### src/rtl/pool_frame_driver.sv
// Initiator for the pool_module level handshake: gathers a conv frame from a byte
// stream, holds in_vld until out_vld rises, then streams the pooled bytes downstream.
module pool_frame_driver #(
  parameter int IN_DIM  = 6,
  parameter int OUT_DIM = 3,
  parameter int CH      = 3,
  parameter int DW      = 8,
  parameter int TIMEOUT = 1024
) (
  input  logic                              clk,
  input  logic                              rst_n,
  input  logic [DW-1:0]                     s_data,
  input  logic                              s_vld,
  output logic                              s_rdy,
  output logic [IN_DIM*IN_DIM*CH*DW-1:0]    conv_lin,
  output logic                              in_vld,
  input  logic [OUT_DIM*OUT_DIM*CH*DW-1:0]  pool_lin,
  input  logic                              out_vld,
  output logic [DW-1:0]                     m_data,
  output logic                              m_vld,
  input  logic                              m_rdy,
  output logic                              err,
  output logic [15:0]                       frame_cnt
);

  localparam int NIN  = IN_DIM * IN_DIM * CH;
  localparam int NOUT = OUT_DIM * OUT_DIM * CH;
  localparam int IW   = $clog2(NIN);
  localparam int OW   = $clog2(NOUT);
  localparam int TW   = (TIMEOUT > 2) ? $clog2(TIMEOUT) : 1;

  typedef enum logic [1:0] {LOAD, REQ, DRAIN} state_e;

  state_e              state_q,     state_d;
  logic [NIN*DW-1:0]   conv_lin_q,  conv_lin_d;
  logic [NOUT*DW-1:0]  res_q,       res_d;
  logic                in_vld_q,    in_vld_d;
  logic                s_rdy_q,     s_rdy_d;
  logic [DW-1:0]       m_data_q,    m_data_d;
  logic                m_vld_q,     m_vld_d;
  logic                err_q,       err_d;
  logic [15:0]         frame_cnt_q, frame_cnt_d;
  logic [IW-1:0]       in_idx_q,    in_idx_d;
  logic [OW-1:0]       out_idx_q,   out_idx_d;
  logic [TW-1:0]       tmo_cnt_q,   tmo_cnt_d;
  logic [1:0]          gap_cnt_q,   gap_cnt_d;
  logic                out_vld_q;
  logic                rise;

  // Only a fresh low-to-high transition counts; a level left over from the last frame does not.
  assign rise = out_vld & ~out_vld_q;

  always_comb begin
    // NOTE: every _d starts from its _q so no branch can leave a latch behind.
    state_d     = state_q;
    conv_lin_d  = conv_lin_q;
    res_d       = res_q;
    in_vld_d    = in_vld_q;
    m_data_d    = m_data_q;
    m_vld_d     = m_vld_q;
    err_d       = err_q;
    frame_cnt_d = frame_cnt_q;
    in_idx_d    = in_idx_q;
    out_idx_d   = out_idx_q;
    tmo_cnt_d   = tmo_cnt_q;
    gap_cnt_d   = in_vld_q ? 2'd0 : (gap_cnt_q == 2'd3) ? 2'd3 : gap_cnt_q + 2'd1;

    unique case (state_q)
      LOAD: begin
        if (s_vld && s_rdy_q) begin
          conv_lin_d[int'(in_idx_q)*DW +: DW] = s_data;
          if (in_idx_q == IW'(NIN - 1)) begin
            in_idx_d  = '0;
            in_vld_d  = 1'b1;
            tmo_cnt_d = '0;
            state_d   = REQ;
          end else begin
            in_idx_d = in_idx_q + 1'b1;
          end
        end
      end
      REQ: begin
        tmo_cnt_d = tmo_cnt_q + 1'b1;
        // A capture on the final timeout cycle still wins over the abort.
        if (rise) begin
          res_d     = pool_lin;
          m_data_d  = pool_lin[DW-1:0];
          m_vld_d   = 1'b1;
          in_vld_d  = 1'b0;
          out_idx_d = '0;
          state_d   = DRAIN;
        end else if (tmo_cnt_q == TW'(TIMEOUT - 1)) begin
          err_d    = 1'b1;
          in_vld_d = 1'b0;
          state_d  = LOAD;
        end
      end
      DRAIN: begin
        if (m_vld_q && m_rdy) begin
          if (out_idx_q == OW'(NOUT - 1)) begin
            m_vld_d     = 1'b0;
            out_idx_d   = '0;
            frame_cnt_d = frame_cnt_q + 16'd1;
            state_d     = LOAD;
          end else begin
            out_idx_d = out_idx_q + 1'b1;
            m_data_d  = res_q[int'(out_idx_d)*DW +: DW];
          end
        end
      end
      default: state_d = LOAD;
    endcase

    // Ready only opens once in_vld has been low long enough for pool_module to re-arm.
    s_rdy_d = (state_d == LOAD) && (gap_cnt_d >= 2'd2);
  end

  always_ff @(posedge clk or negedge rst_n) begin
    if (!rst_n) begin
      // NOTE: the frame and result registers drive outputs, so they are cleared on reset like any other flop.
      state_q     <= LOAD;
      conv_lin_q  <= '0;
      res_q       <= '0;
      in_vld_q    <= 1'b0;
      s_rdy_q     <= 1'b0;
      m_data_q    <= '0;
      m_vld_q     <= 1'b0;
      err_q       <= 1'b0;
      frame_cnt_q <= '0;
      in_idx_q    <= '0;
      out_idx_q   <= '0;
      tmo_cnt_q   <= '0;
      gap_cnt_q   <= '0;
      out_vld_q   <= 1'b0;
    end else begin
      // NOTE: non-blocking updates so every flop samples the pre-edge values.
      state_q     <= state_d;
      conv_lin_q  <= conv_lin_d;
      res_q       <= res_d;
      in_vld_q    <= in_vld_d;
      s_rdy_q     <= s_rdy_d;
      m_data_q    <= m_data_d;
      m_vld_q     <= m_vld_d;
      err_q       <= err_d;
      frame_cnt_q <= frame_cnt_d;
      in_idx_q    <= in_idx_d;
      out_idx_q   <= out_idx_d;
      tmo_cnt_q   <= tmo_cnt_d;
      gap_cnt_q   <= gap_cnt_d;
      out_vld_q   <= out_vld;
    end
  end

  assign s_rdy     = s_rdy_q;
  assign conv_lin  = conv_lin_q;
  assign in_vld    = in_vld_q;
  assign m_data    = m_data_q;
  assign m_vld     = m_vld_q;
  assign err       = err_q;
  assign frame_cnt = frame_cnt_q;

endmodule

### config.mk
export PLATFORM = sky130hd
export DESIGN_NAME = pool_frame_driver
export DESIGN_NICKNAME = d
export VERILOG_FILES = /design/src/rtl/pool_frame_driver.sv
export SDC_FILE = /design/constraint.sdc
export NUM_CORES = 2
export LEC_CHECK = 0
export CORE_AREA = 2 2 430 432
export DETAILED_ROUTE_END_ITERATION = 8
export DIE_AREA = 0 0 432 434
export MAX_ROUTING_LAYER = met4
export PLACE_DENSITY = 0.47
export SLEW_MARGIN = 30
export SYNTH_ARGS = -nofsm -noshare
export SYNTH_HDL_FRONTEND = slang
export SYNTH_SLANG_ARGS = --single-unit
### constraint.sdc
create_clock -name clk -period 5.4 [get_ports clk]
set_input_delay 0.81 -clock clk [delete_from_list [all_inputs] [get_ports clk]]
set_output_delay 0.81 -clock clk [all_outputs]
set_load 0.02 [all_outputs]
==> reports/results.tsv <==
metric	value	unit
outcome	complete, no violations	
sw frac	22.78	%
Root Driver	clkbuf_16	
Crit Path Category	reg2reg	
clock share of power	51.6	%
Die ar.	187500	sq um
clock tree sinks	1135	
Initial Utilization	26.55	%
Clock Skews	0.02922	ns
Warnings, synthesis	0	
worst vdd ir	234.7	uV
initial DRC count	2403	
ratio of cells with drive above 1 in the final layout	22.77	%
static leakage	31.14	nW
setup_tns	0	ns
Synth Area per Inst	12.00	sq um
GRT Overall Usage	24.43	%
DR vias/cell	4.882	
Synth Cell Area	48450	sq um
Post-CTS Setup Inserts	0	
Worst setup EP type	register	
Placer Congestion	0.9077	
port buffer count	1120	
final setup fails	0	
Syn Nets	4273	
Seq pwr share	45.9	%
RSZ-0062 raised after global routing	no	
multi-input gate area in the final layout	19140	sq um
Max Fclk	0.2098	GHz
register area share after synthesis	58.62	%
GRT overflow	0	
CTS tree	built	
GR met1 Demand/Resource	29.46	%
Final #Nets	5374	
storage element area	28410	sq um
Yosys cell types	84	
vias in the first global route	37920	
Pwr Total	18.53	mW
Post-Route Utilization	36.92	%
# rows	157	
CTS resizes	0	
period utilization	88.27	%
met2 usage in global routing	40.12	%
pre-CTS WS	0.6452	ns
cell internal pwr	14.31	mW
number of fillers in the final layout	18060	
Worst Hold Class	in2async	
residual DRC count	0	
Most used DFF post-synth	dfrtp_1	
highest net fanout along the worst path	20	
Net Switching	4.222	mW
Worst-Margin Slew	1.000	ns
crit path DAT	5.44	ns
fin. max-slew vios	0	
power share of the combinational group	2.5	%
initial antenna violation count	30	
CP Launch Type	register	
Area Growth Syn to Fin	39.05	%
Routed wire per std cell	29.64	microns
final wirelength	226900	microns
relative slew slack	33.12	%
Core Area	182500	sq um
TritonCTS Buffers	139	
post-DP HPWL	169300	microns
crit path time final	4.767	ns
ys async rst share	100.0	%
#FFs+latches synth	1135	
final hold viol count	0	
CTS H-tree lvls	4	
critical path data required time	6.07	ns
die height	434	microns
Hold-fix buffers, CTS	0	
Vias	37380	
Post-DRT Antenna Nets	0	
Post-synth EDFFs	0	
met3 Resource Use GR	5.039	%
final worst slack	0.6332	ns
Pwr Density	275.1	nW/um^2
Ports	1121	
first-pass GRT wire length	313800	microns
CTS clk-pin slew, worst paths	0.06	ns
clk_lat worst skew	0.81	ns
die width	432	microns
synthesized instance count	4037	
max cap viols	0	
GR peak layer	met2	
largest net degree at the start of global routing	151	
buffer depth of the longest clock path	3	
DR pass1 iterations	7	
==> final cells by class <==
class                           count  share of cell area [%]
Timing Repair Buffer             1205                   17.87
Clock inverter                     38                  0.7002
Tap cell                         2385                   4.429
Sequential cell                  1135                   42.16
Clock buffer                      213                   6.190
Antenna cell                       23                 0.08543
Inverter                           26                  0.1449
Multi-Input combinational cell   2631                   28.42
==> worst max-delay path: stages, from the launching register on <==
cell	delay [ns]
dfrtp_1	0.36
buf_4	0.20
inv_1	0.12
ha_1	0.34
or3b_1	0.52
nor2_1	0.14
ha_2	0.29
buf_4	0.27
nor2_1	0.41
nand3_4	0.65
nor3_2	0.90
mux2_2	0.41
==> cells by family (layout without fill, tap and decap cells) <==
family          Yosys count  in the layout  share of synthesized area [%]
xor+xnor                 31             31                         0.5604
compound gates          328            328                          4.504
mux                     801            801                          19.67
flops                  1135           1135                          58.62
fa+ha+maj                 7              7                         0.1808
simple gates           1464           1464                          14.13
buf+inv                 271           1482                          2.324
other cells               0             23                              0
==> layer usage <==
metal | wire, microns | share of wire (%) | vias up
met4 | 9337 | 4.1 | 0
met5 | 0 | 0 | -
met3 | 13360 | 5.9 | 316
met1 | 92270 | 41 | 19480
met2 | 112000 | 49 | 1273
li1 | - | - | 16310
==> metrics by stage <==
stage	instance area [sq um]	hold slack, ns	cells
floorplan	48450	0.4241	4037
global placement	62540	0.4350	7378
detailed placement	62640	0.4454	7381
CTS	67280	0.04265	7632
global route	67360	0.05092	7652
finish	67370	0.04120	7656
==> placed cells by master (no fill, tap or decap), types with 12 or more instances in the layout <==
cell	Yosys	routed
clkbuf_16	0	142
clkbuf_8	0	35
nand3_1	81	80
nor2_8	18	18
clkbuf_1	169	36
inv_1	26	26
o31ai_1	25	25
nor2_2	12	13
nor3_4	14	16
xnor2_1	24	22
mux2i_1	23	23
nor3_2	11	12
a21o_1	19	19
o21ai_0	168	168
diode_2	0	23
or3_1	16	15
nand2b_1	24	23
dfrtp_1	1135	1134
mux4_2	48	48
nor3_1	146	143
mux2_2	723	723
clkdlybuf4s50_1	0	1114
clkinv_2	0	16
nand4_1	14	14
buf_4	6	67
nor4_1	17	17
o41ai_1	55	55
buf_12	0	13
and2_1	14	13
nand2_1	775	775
nor2_1	265	262
==> Yosys cell counts (8+ instances only) <==
library cell | n | area, sq um
a31o_2 | 9 | 78.83
mux2i_1 | 23 | 230.2
nor2_8 | 18 | 360.4
buf_1 | 21 | 78.83
nor2_1 | 265 | 994.7
and2_1 | 14 | 87.58
inv_1 | 26 | 97.59
nor4_1 | 17 | 106.4
a221o_1 | 8 | 80.08
dfrtp_1 | 1135 | 28400
and3_1 | 11 | 68.82
mux2_2 | 723 | 8142
buf_2 | 45 | 225.2
nand3_1 | 81 | 405.4
or3_1 | 16 | 100.1
nor2_2 | 12 | 75.07
xnor2_1 | 24 | 210.2
nand4_1 | 14 | 87.58
clkbuf_1 | 169 | 634.4
o41ai_1 | 55 | 481.7
nand2b_1 | 24 | 150.1
nor3_2 | 11 | 110.1
o21ai_0 | 168 | 840.8
nor3_1 | 146 | 730.7
a21o_1 | 19 | 142.6
nor3_4 | 14 | 227.7
nand2_1 | 775 | 2909
mux4_2 | 48 | 1081
o31ai_1 | 25 | 187.7
==> worst paths after layout <==
path | slack [ns] | cells after the start | to | startpoint
setup / recovery | 0.63 | 11 | conv_lin[524] | in_idx_q[0]
min in group clk | 0.45 | 1 | gap_cnt_q[0] | gap_cnt_q[0]
hold / removal | 0.04 | 1 | conv_lin[238] | rst_n
hold reg to reg | 0.45 | 1 | gap_cnt_q[0] | gap_cnt_q[0]
setup reg to reg | 0.63 | 11 | conv_lin[524] | in_idx_q[0]
max in group asynchronous | 3.90 | 3 | res_q[163] | rst_n
==> flip-flops by register name, indices dropped and copies added, names as in the netlist, 2 cells and up <==
signal	cells
in_idx_q	7
conv_lin	864
out_idx_q	5
state_q	2
frame_cnt	16
m_data	8
res_q	216
gap_cnt_q	2
tmo_cnt_q	10
==> power groups by stage <==
stage          sequential (mW)  clock (mW)  combinational [mW]
2_1_floorplan             8.66           0              0.0230
3_3_place_gp              8.66           0               0.476
3_5_place_dp              8.66           0               0.473
4_1_cts                   8.51        9.83               0.474
5_1_grt                   8.50        10.2               0.500
6_report                  8.51        9.57               0.455
(Power assumes the default switching activity.)
